==> config.mk <==
export PLATFORM = sky130hd
export DESIGN_NAME = caliptra_apb_arbiter
export DESIGN_NICKNAME = d
export VERILOG_FILES = /design/src/rtl/caliptra_apb_arb_pkg.sv /design/src/rtl/caliptra_rr_arb2.sv /design/src/rtl/caliptra_apb_arbiter.sv
export SDC_FILE = /design/constraint.sdc
export NUM_CORES = 1
export LEC_CHECK = 0
export ABC_CLOCK_PERIOD_IN_PS = 1900
export CELL_PAD_IN_SITES_DETAIL_PLACEMENT = 1
export CELL_PAD_IN_SITES_GLOBAL_PLACEMENT = 1
export CORE_MARGIN = 1
export CORE_UTILIZATION = 30
export DETAILED_ROUTE_END_ITERATION = 6
export GPL_TIMING_DRIVEN = 0
export MAX_ROUTING_LAYER = met4
export PLACE_DENSITY = 0.88
export SLEW_MARGIN = 0
export SYNTH_ARGS = -nofsm -noshare
export SYNTH_HDL_FRONTEND = slang
export SYNTH_SLANG_ARGS = --single-unit
==> constraint.sdc <==
create_clock -name core_clk -period 1.9 [get_ports core_clk]
set_input_delay 0.19 -clock core_clk [delete_from_list [all_inputs] [get_ports core_clk]]
set_output_delay 0.19 -clock core_clk [all_outputs]
set_load 0.01 [all_outputs]
==> src/rtl/caliptra_apb_arb_pkg.sv <==
// Shared types and constants for the two-requester Caliptra APB arbiter.
package caliptra_apb_arb_pkg;

    localparam int PKG_ADDR_W = 32;
    localparam int PKG_DATA_W = 32;
    localparam int PKG_USER_W = 32;

    // Read data returned to a requester whose transfer was cut short by the watchdog.
    localparam logic [31:0] TIMEOUT_RDATA = 32'hDEAD_0A0B;

    typedef enum logic [1:0] {
        IDLE   = 2'd0,
        SETUP  = 2'd1,
        ACCESS = 2'd2,
        RESP   = 2'd3
    } arb_state_e;

    typedef struct packed {
        logic [PKG_ADDR_W-1:0] paddr;
        logic                  pwrite;
        logic [PKG_DATA_W-1:0] pwdata;
        logic [2:0]            pprot;
        logic [PKG_USER_W-1:0] pauser;
    } apb_req_t;

endpackage

==> src/rtl/caliptra_rr_arb2.sv <==
// Combinational two-way round-robin pick; the caller owns the last_grant register.
module caliptra_rr_arb2 (
    input  logic [1:0] req,
    input  logic       last_grant,
    output logic       gnt_valid,
    output logic       gnt_idx
);

    always_comb begin
        gnt_valid = |req;
        gnt_idx   = 1'b0;
        case (req)
            2'b01:   gnt_idx = 1'b0;
            2'b10:   gnt_idx = 1'b1;
            2'b11:   gnt_idx = ~last_grant;
            default: gnt_idx = 1'b0;
        endcase
    end

endmodule

==> src/rtl/caliptra_apb_arbiter.sv <==
// Shares the Caliptra APB slave port between two APB masters, one transfer at a time.
// Optional ACCESS-phase watchdog enabled by defining CALIPTRA_APB_ARB_TIMEOUT_EN.
module caliptra_apb_arbiter
    import caliptra_apb_arb_pkg::*;
#(
    parameter int ADDR_W         = 32,
    parameter int DATA_W         = 32,
    parameter int USER_W         = 32,
    parameter int TIMEOUT_CYCLES = 1024
) (
    input  logic              core_clk,
    input  logic              core_rst,
    input  logic              s0_psel,
    input  logic              s0_penable,
    input  logic              s0_pwrite,
    input  logic [ADDR_W-1:0] s0_paddr,
    input  logic [DATA_W-1:0] s0_pwdata,
    input  logic [2:0]        s0_pprot,
    input  logic [USER_W-1:0] s0_pauser,
    output logic [DATA_W-1:0] s0_prdata,
    output logic              s0_pready,
    output logic              s0_pslverr,
    input  logic              s1_psel,
    input  logic              s1_penable,
    input  logic              s1_pwrite,
    input  logic [ADDR_W-1:0] s1_paddr,
    input  logic [DATA_W-1:0] s1_pwdata,
    input  logic [2:0]        s1_pprot,
    input  logic [USER_W-1:0] s1_pauser,
    output logic [DATA_W-1:0] s1_prdata,
    output logic              s1_pready,
    output logic              s1_pslverr,
    output logic              m_psel,
    output logic              m_penable,
    output logic              m_pwrite,
    output logic [ADDR_W-1:0] m_paddr,
    output logic [DATA_W-1:0] m_pwdata,
    output logic [2:0]        m_pprot,
    output logic [USER_W-1:0] m_pauser,
    input  logic [DATA_W-1:0] m_prdata,
    input  logic              m_pready,
    input  logic              m_pslverr,
    output logic              arb_busy,
    output logic              arb_grant
);

    arb_state_e  state_reg, state_next;
    apb_req_t    req_reg;
    apb_req_t    req_in [2];
    logic        last_grant_reg;
    logic        arb_grant_reg;
    logic        m_psel_reg, m_penable_reg;
    logic        gnt_valid, gnt_idx;
    logic        timeout_hit;
    logic        rsp_fire;
    logic        rsp_err;
    logic [DATA_W-1:0] rsp_rdata;
    logic              pready_reg  [2];
    logic              pslverr_reg [2];
    logic [DATA_W-1:0] prdata_reg  [2];

    // Requester penable carries no arbitration meaning; the requester owns its protocol.
    logic unused_penable;
    assign unused_penable = s0_penable ^ s1_penable;

    assign req_in[0] = '{paddr: PKG_ADDR_W'(s0_paddr), pwrite: s0_pwrite,
                         pwdata: PKG_DATA_W'(s0_pwdata), pprot: s0_pprot,
                         pauser: PKG_USER_W'(s0_pauser)};
    assign req_in[1] = '{paddr: PKG_ADDR_W'(s1_paddr), pwrite: s1_pwrite,
                         pwdata: PKG_DATA_W'(s1_pwdata), pprot: s1_pprot,
                         pauser: PKG_USER_W'(s1_pauser)};

    caliptra_rr_arb2 u_rr (
        .req        ({s1_psel, s0_psel}),
        .last_grant (last_grant_reg),
        .gnt_valid  (gnt_valid),
        .gnt_idx    (gnt_idx)
    );

`ifdef CALIPTRA_APB_ARB_TIMEOUT_EN
    localparam int CNT_W = $clog2(TIMEOUT_CYCLES) + 1;
    logic [CNT_W-1:0] tmo_cnt_reg;

    always_ff @(posedge core_clk) begin
        if (core_rst || state_reg == SETUP) begin
            tmo_cnt_reg <= '0;
        end else if (state_reg == ACCESS && !m_pready) begin
            tmo_cnt_reg <= tmo_cnt_reg + 1'b1;
        end
    end

    assign timeout_hit = (state_reg == ACCESS) && !m_pready &&
                         (tmo_cnt_reg == CNT_W'(TIMEOUT_CYCLES - 1));
`else
    assign timeout_hit = 1'b0;
`endif

    always_ff @(posedge core_clk) begin
        if (core_rst) begin
            state_reg <= IDLE;
        end else begin
            state_reg <= state_next;
        end
    end

    always_comb begin
        state_next = state_reg;
        case (state_reg)
            IDLE:    if (gnt_valid) state_next = SETUP;
            SETUP:   state_next = ACCESS;
            ACCESS:  if (m_pready || timeout_hit) state_next = RESP;
            RESP:    state_next = IDLE;
            default: state_next = IDLE;
        endcase
    end

    // A real slave response always beats a watchdog expiry in the same cycle.
    assign rsp_fire  = (state_reg == ACCESS) && (m_pready || timeout_hit);
    assign rsp_rdata = m_pready ? m_prdata : DATA_W'(TIMEOUT_RDATA);
    assign rsp_err   = m_pready ? m_pslverr : 1'b1;

    always_ff @(posedge core_clk) begin
        if (core_rst) begin
            req_reg        <= '0;
            last_grant_reg <= 1'b1;
            arb_grant_reg  <= 1'b0;
            m_psel_reg     <= 1'b0;
            m_penable_reg  <= 1'b0;
        end else begin
            if (state_reg == IDLE && gnt_valid) begin
                req_reg        <= req_in[gnt_idx];
                last_grant_reg <= gnt_idx;
                arb_grant_reg  <= gnt_idx;
            end
            m_psel_reg    <= (state_next == SETUP) || (state_next == ACCESS);
            m_penable_reg <= (state_next == ACCESS);
        end
    end

    // Response registers per requester; data and error stay zero outside the pready pulse.
    generate
        for (genvar gi = 0; gi < 2; gi++) begin : g_rsp
            always_ff @(posedge core_clk) begin
                if (core_rst) begin
                    pready_reg[gi]  <= 1'b0;
                    pslverr_reg[gi] <= 1'b0;
                    prdata_reg[gi]  <= '0;
                end else if (rsp_fire && arb_grant_reg == 1'(gi)) begin
                    pready_reg[gi]  <= 1'b1;
                    pslverr_reg[gi] <= rsp_err;
                    prdata_reg[gi]  <= rsp_rdata;
                end else begin
                    pready_reg[gi]  <= 1'b0;
                    pslverr_reg[gi] <= 1'b0;
                    prdata_reg[gi]  <= '0;
                end
            end
        end
    endgenerate

    assign m_psel     = m_psel_reg;
    assign m_penable  = m_penable_reg;
    assign m_pwrite   = req_reg.pwrite;
    assign m_paddr    = ADDR_W'(req_reg.paddr);
    assign m_pwdata   = DATA_W'(req_reg.pwdata);
    assign m_pprot    = req_reg.pprot;
    assign m_pauser   = USER_W'(req_reg.pauser);
    assign s0_pready  = pready_reg[0];
    assign s0_pslverr = pslverr_reg[0];
    assign s0_prdata  = prdata_reg[0];
    assign s1_pready  = pready_reg[1];
    assign s1_pslverr = pslverr_reg[1];
    assign s1_prdata  = prdata_reg[1];
    assign arb_busy   = (state_reg != IDLE);
    assign arb_grant  = arb_grant_reg;

endmodule

After elaboration in Yosys (flattened, before gate mapping):

Memory sizes are Yosys's and may differ from the RTL's.
Cells that the tools add are included.

* bits in writable memories: 68
* logic and storage cells: 79
* input bits: 240
* register bits: 106
* output and inout bits: 172
* memories kept: 3

Memory list
* prdata_reg: words 2, bits a word 32, read ports 2, clocked after memory_dff 0, wr ports 2, RTL line caliptra_apb_arbiter.sv:60 `logic [DATA_W-1:0] prdata_reg [2];`
* pready_reg: words 2, bits a word 1, read ports 2, clocked after memory_dff 0, wr ports 2, RTL line caliptra_apb_arbiter.sv:58 `logic pready_reg [2];`
* pslverr_reg: words 2, bits a word 1, read ports 2, clocked after memory_dff 0, wr ports 2, RTL line caliptra_apb_arbiter.sv:59 `logic pslverr_reg [2];`

* bitwise operators: 15
* eq/ne operators: 7
* $lt $le $gt $ge: 1
* mux-type cells: 35
* reduce and logical (&&, ||, !) cells: 8

Operator list (number)
* 100-bit 2-to-1 mux: 3
* 32-bit 2-to-1 mux: 5
* 1-bit 2-to-1 mux: 23
* 1-bit OR: 12
* 2-bit equality test, second input constant: 5
* 2-bit one-hot mux with 4 select lines: 1
* 2-bit by 1-bit equality test with 1-bit output, second input constant: 2
* 1-bit logical AND: 4
* 2-bit 2-to-1 mux: 2
* 2-bit >= comparator, second input constant: 1
* 2-bit logical NOT: 1
* 1-bit inverter: 2
* 1-bit inverter with 2-bit output: 1
* 1-bit one-hot mux with 2 select lines: 1
* 2-bit nonzero test: 1
* 2-bit OR reduction: 1
* 1-bit logical OR: 1

Depth between registers and ports, before layout:

Gate-level depths: netlist (run 1).

* word-level depth: 8
* gate-level depth with buffers: 8
* gate-level depth less buffers: 6

Hierarchy:

From an unflattened synthesis (run 1), not the netlist that was laid out.

* cell total of the unflattened synthesis: 668
* area, all modules: 8111.5 um^2

Modules (own cells, without submodules)
* caliptra_apb_arbiter: area an instance 8097.8 um^2, times used 1, cells each 666
* caliptra_rr_arb2: area an instance 13.8 um^2, times used 1, cells each 2

Worst setup path after synthesis (run 1):

OpenSTA, ideal clock, no wires.

* path kind: register to register
* start point: register state_reg[0]
* end point: register req_reg, in the netlist m_paddr[0]
* setup slack: 398 ps
* clock period less this slack: 1502 ps
* arrival time: 1420 ps
* stages on the path, launching flop included: 9
* buffers on the path: 3
* data required time: 1819 ps
* cell sequence: dfxtp_1 -> inv_1 -> ha_1 -> clkbuf_2 -> o21ai_1 -> buf_2 -> buf_4 -> a21oi_2 -> a211oi_2

* longest elaborated chain between the ends: 2

Ends and longest elaborated chain
* start, declared: RTL line caliptra_apb_arbiter.sv:47 `arb_state_e state_reg, state_next;`
* start signal, assigned: RTL line caliptra_apb_arbiter.sv:102 `state_reg <= state_next;`
* 2-bit logical NOT: RTL line caliptra_apb_arbiter.sv:130 `if (state_reg == IDLE && gnt_valid) begin`
* 1-bit logical AND: RTL line caliptra_apb_arbiter.sv:130
* end signal, assigned: RTL line caliptra_apb_arbiter.sv:131 `req_reg <= req_in[gnt_idx];`
* end, declared: RTL line caliptra_apb_arbiter.sv:48 `apb_req_t req_reg;`

Every way passes these cells.
A chain may end at the register's enable or synchronous reset.

Final worst setup path (run 1):

* start point: register state_reg[0]
* end point: register req_reg, in the netlist m_pwdata[13]

Same word-level chain as after synthesis.

==> metrics, run 1 <==
status=finished, violations left; failing checks=design-rule violations; number of top-level pins=412; sequential power share=a little over a third; total core area=26100 sq um; Antenna Cells=0; Hold Path Origin=s0_pwdata[14]; Bufs and invs on worst path=4; CP cell instances=inv_1 -> ha_1 -> clkbuf_2 -> o21ai_1 -> buf_6 -> buf_6 -> a21oi_2 -> a211oi_2; Worst Path Required=about 2.2 ns; hold path endpoint=m_pwdata[14]; min cycle time layout=1.86 ns; CTS tree=done; RR Startpoint=state_reg[0]; Clock Latency Late Sink=0.44 ns; max-cap violations=0; HP Class=input pin to flop; initial antenna violation count=0; clk slew on worst S/H paths=0.09 ns; Yosys reg bits=174; Mapped Cells=729; LEAKAGE=roughly 5 nW; post-detailed-route count of antenna-violating nets=0; Final HPWL DP=24700 microns; worst-margin pin slew=0.848 ns; routability cong.=0.835; sequential area share after synthesis=51.9%; GRT Util Overall=23.6%; combinational share of power=36.6%; top cell type by total area after synthesis=dfxtp_1; final hold vios=0; number of fill cells=2910; crit start category=flop; Yosys warning count=0; fin crit share=approximately 100%; final wirelength=31800 microns; Finished Layout Cells=1571; chip width=166 microns; f_max=~540 MHz; CTS Hold Buffers Added=0; Rows=59; global route overflow=0; CTS sink cnt=approximately 170; drt drc=54; top post-synthesis cells by area=dfxtp_1 26%, edfxtp_1 25%, a211oi_2 14%, a21oi_2 9.8%, and2_1 5.1%; drt wl/cell=20.2 microns; R2R cell count=8; Internal=8.80 mW; Final #Nets=1466; max reg flops=64; crit-path max cell delay=roughly 0.37 ns; CTS max path bufs=2; crit path max-delay cell type=dfxtp_1; first-pass GRT wire length=47400 microns; DRT iter0 DRCs=340; CP max FO=10; Max Clock Skew=~0.018 ns; H-Tree Depth=4; CP top delay family=buffers and inverters; Die H=between 150 and 200 microns; terminus of the critical flop-to-flop path=m_pwdata[13]; Pwr Total=13.6 mW; R2R setup slack=between 0.03 and 0.04 ns; most used cell along the critical path=buf_6; pre-CTS setup slack=-0.159 ns; worst hold margin=around 0.3 ns; Sw Ratio=35.2%; P&R area growth vs syn=68.2%; Buffers on Ports=408; Syn Std Cell Area=8030 sq um; Critical Path AT=approximately 2.2 ns; top cell type's share of synthesized area=26.4%; Clk pwr share=28.2%; RSZ-0062 raised after global routing=true; VDD IR max=0.625 mV; Setup crit end kind=flop; TritonCTS buffer count=17; setup TNS=0 ns; die area=around 27000 sq um; kind of critical path=flop to flop; Inst Count DP=roughly 1500; Slew HR=between 40 and 50%; # setup viols final=0; Vias/cell=4.72; clock root cell=clkbuf_16; share of layout cells above drive strength 1=21.7%; max-slew violations=0; Hold Path Depth=3; vias in the first global route=8085; post-synthesis cell type count=30; Post-CTS Repair Setup Buffers=0; Initial Util=30.7%; worst setup margin=0.0393 ns; switching pwr=4.78 mW; Pwr Density=1010 nW/um^2; synthesized area per cell=11.0 sq um; DRT Pass-1 Iters=7; vias=about 7400; largest net degree at the start of global routing=23
[per-layer routing]
metal  GRT usage [%]  share of wire (%)  up-vias
li1                -                  -     3463
met1            25.1                 38     3625
met2            42.0                 52      262
met3            5.19                5.7       62
met4            10.1                3.6        0
met5               -                  0        -
[timing repair]
| action | CTS | global route |
|---|---|---|
| endpoints found under the setup margin | 112 | 132 |
| pin swaps | 0 | 0 |
| resized for setup | 5 | 35 |
[worst max-delay path by stage]
stage | startpoint | to | slack, ns | cells after the start
detailed placement | s0_psel | m_pwdata[13] | -0.16 | 6
finish | state_reg[0] | m_pwdata[13] | 0.04 | 8
floorplan | state_reg[0] | m_paddr[0] | 0.40 | 8
CTS | state_reg[0] | prdata_reg[1][2] | 0.007 | 6
global route | state_reg[0] | m_pwdata[21] | -0.06 | 7
global placement | s0_psel | m_pwdata[13] | -0.08 | 6
[cell type report]
class | instances | area [sq um] | area share (%)
sequential | 174 | 4160 | 30.8
timing repair buffer | 408 | 4080 | 30.2
multi-input combinational | 556 | 3640 | 27.0
buffer | 63 | 547 | 4.05
clock buffer | 17 | 425 | 3.15
tap | 335 | 419 | 3.10
clock inverter | 15 | 210 | 1.56
inverter | 3 | 11.3 | 0.0834
[per-stage QoR]
step / util, % / instance area (sq um)
after CTS: 51.4 / 13400
after global placement: 48.9 / 12800
after global routing: 51.7 / 13500
after detailed placement: 48.9 / 12800
final: 51.7 / 13500
after floorplan: - / 8280
[kinds of logic (layout without fill, tap and decap cells)]
family | Yosys count | count (layout) | share of synthesized area [%]
DFF | 174 | 174 | 51.9
and+or+nand+nor | 275 | 275 | 15.2
other | 1 | 68 | 0.0467
AOI/OAI and AO/OA | 210 | 210 | 26.4
adders and majority gates | 3 | 3 | 0.467
buffers and inverters | 66 | 506 | 6.05
[tightest hold or removal path: cells and delay by family]
family / cells / cell delay [ns]
AO/OA/AOI/OAI: 1 / 0.05
buffers and inverters: 1 / 0.40
AND/OR/NAND/NOR: 1 / 0.06
[cells in the final DEF (no fill, tap or decap)]
cell type and count:
clkdlybuf4s50_1 407, dfxtp_1 106, nor2_1 103, nand2_1 101
a21oi_2 90, a211oi_2 90, edfxtp_1 68, conb_1 68
and2_1 66, clkbuf_16 17, buf_2 12, a21oi_1 11
a211oi_1 10, buf_12 10, buf_6 10, clkbuf_1 9
clkbuf_2 7, clkbuf_4 7, buf_4 6, inv_12 4
clkinv_8 4, inv_1 3, ha_1 3, inv_8 3
inv_6 3, o21a_1 2, buf_1 2, nor2b_1 2
o21ai_0 1, o31ai_1 1, a21bo_1 1, a21boi_4 1
o21ai_1 1, nor3_4 1, nor3b_4 1, a31oi_1 1
or2_2 1, a22oi_1 1, inv_16 1, clkdlybuf4s15_1 1
[power by group through the flow]
stage	registers (mW)	clock network, mW	logic (mW)
after global routing	4.84	4.06	5.33
after floorplan	5.07	0	2.31
after global placement	4.82	0	4.77
final	4.77	3.83	4.98
after CTS	4.78	3.93	4.95
after detailed placement	4.86	0	4.91
[synth_stat cells, drive strengths merged]
cell / number
dfxtp: 106
nor2: 103
a21oi: 101
nand2: 101
a211oi: 100
edfxtp: 68
and2: 66
buf: 47
clkbuf: 16
ha: 3
inv: 3
nor2b: 2
o21a: 2
o21ai: 2
a21bo: 1
a21boi: 1
a22oi: 1
a31oi: 1
conb: 1
nor3: 1
nor3b: 1
o31ai: 1
or2: 1
(Power assumes the default switching activity.)
==> run 2: changes to the inputs <==
CORE_ASPECT_RATIO = 0.7   (was default)
==> run 2 against run 1 <==
The run now ends clean; setup slack gained 0.032 ns; utilization shrank 0.22 points; cell count up 1.4%; sequential power barely moved; non-clock buffer count stayed put; clock power fell by 13%; worst hold slack gained 0.019 ns; count of clock-buffer cells in the layout grew 3; fmax grew 1.7%; register-to-register slack gained 0.03 ns; critical path depth down 2.
==> metrics, run 2 (synthesized netlist as in run 1, its figures left out) <==
multi-input logic area=3640 sq um (unchanged); final wirelength=31300 microns (was 31800 microns); Die H=139 microns (was 166 microns); DRT iter0 DRCs=214 (was 340); first-pass GRT wire length=46900 microns (was 47400 microns); routability cong.=0.812 (was 0.835); Vias/cell=4.61 (was 4.72); crit start category=flop (unchanged); Final #Nets=1466 (unchanged); Initial Util=30.9% (was 30.7%); status=completed (was finished, violations left); LEAKAGE=5.03 nW (was 5.12 nW); Clock Latency Late Sink=0.43 ns (was 0.44 ns); CP max FO=10 (unchanged); share of layout cells above drive strength 1=21.4% (was 21.7%); FF/Latch Area=4160 sq um (unchanged); # setup viols final=0 (unchanged); max-cap violations=0 (unchanged); RSZ-0062 raised after global routing=true (unchanged); fin crit share=96.3% (was 97.9%); setup TNS=0 ns (unchanged); worst-margin pin slew=0.808 ns (was 0.848 ns); die area=27400 sq um (about the same); drt drc=0 (was 54); initial antenna violation count=0 (unchanged); f_max=547 MHz (was 537 MHz); VDD IR max=0.589 mV (was 0.625 mV); Worst Path Required=2.19 ns (was 2.24 ns); leading cell type in the layout, fill and taps excluded=clkdlybuf4s50_1 (unchanged); CTS tree=done (unchanged); R2R setup slack=0.07 ns (was 0.04 ns); Final HPWL DP=24700 microns (about the same); drt wl/cell=19.6 microns (was 20.2 microns); DRT Pass-1 Iters=4 (was 7); Critical Path AT=2.12 ns (was 2.20 ns); max-slew violations=0 (unchanged); Buffers on Ports=408 (unchanged); Post-CTS Repair Setup Buffers=0 (unchanged); Final Instance Area=13400 sq um (was 13500 sq um); chip width=198 microns (was 166 microns); vias in the first global route=8058 (was 8085); most frequent cells in the layout=407 x clkdlybuf4s50_1, 106 x dfxtp_1, 103 x nor2_1, 101 x nand2_1 (unchanged); H-Tree Depth=4 (unchanged); post-detailed-route count of antenna-violating nets=0 (unchanged); CTS max path bufs=2 (unchanged); number of top-level pins=412 (unchanged); total core area=26000 sq um (was 26100 sq um); Max Clock Skew=0.0152 ns (was 0.0184 ns); vias=7341 (was 7412); clock root cell=clkbuf_16 (unchanged); Pwr Density=970 nW/um^2 (was 1010 nW/um^2); TritonCTS buffer count=17 (unchanged); number of fill cells=2935 (was 2910); GRT Util Overall=23.5% (was 23.6%); global route overflow=0 (unchanged); largest net degree at the start of global routing=17 (was 23); CTS sink cnt=174 (unchanged); Inst Count DP=1561 (was 1539); Slew HR=46.1% (was 43.5%); P&R area growth vs syn=66.6% (was 68.2%); clk slew on worst S/H paths=0.06 ns (was 0.09 ns); Pwr Total=13.0 mW (was 13.6 mW); Antenna Cells=0 (unchanged); HP Class=input pin to flop (unchanged); Rows=49 (was 59); min cycle time layout=1.83 ns (was 1.86 ns); Setup crit end kind=flop (unchanged); max reg flops=64 (unchanged); final hold vios=0 (unchanged); Finished Layout Cells=1593 (was 1571); kind of critical path=flop to flop (unchanged); Area after DPL=12800 sq um (about the same)
run 2: repair_timing:
item                       CTS  global route
hold buffers                 0             0
setup endpoints to repair  110            65
gates resized for setup      6            10
pin swaps                    0             0
run 2: final cells by class:
type	instances	area share (%)
Tap cell	357	3.34
Buffer	63	3.71
Clock buffer	20	3.34
Multi-Input combinational cell	556	27.2
Clock inverter	12	0.636
Sequential cell	174	31.1
Inverter	3	0.0842
Timing Repair Buffer	408	30.5
run 2: worst paths after layout:
check | from | endpoint | cells past startpoint
setup / recovery | state_reg[0] | prdata_reg[0][23] | 6
hold / removal | s0_pwdata[21] | m_pwdata[21] | 3
setup reg to reg | state_reg[0] | prdata_reg[0][23] | 6
hold reg to reg | m_pwdata[21] | m_pwdata[21] | 2
run 2: critical path, cell delays in order, from the launching register on:
cell and delay, ns:
dfxtp_1 0.32, inv_1 0.08, ha_1 0.16, nand2_1 0.15, nor3_4 0.34, clkbuf_1 0.43, and2_1 0.22
run 2: through the flow:
step	utilization, %	hold WS, ns	worst slack, ns
4_1_cts	51.4	0.290	0.0574
3_5_place_dp	49.3	0.507	-0.161
2_1_floorplan	-	0.331	0.398
3_3_place_gp	49.3	0.486	-0.102
5_1_grt	51.5	0.311	-0.00642
6_report	51.5	0.314	0.0711
run 2: metal layers:
layer	part of all wire (%)	GRT usage (%)	wire length, microns
met1	40	26.5	12600
met2	51	40.5	15900
met3	6.1	5.62	1900
met4	2.9	8.49	908
met5	0	-	0
run 2: power breakdown:
part           internal [mW]  total [mW]  switching, mW
registers               4.46        4.76          0.303
logic                   2.43        4.90           2.48
clock network           1.71        3.32           1.60
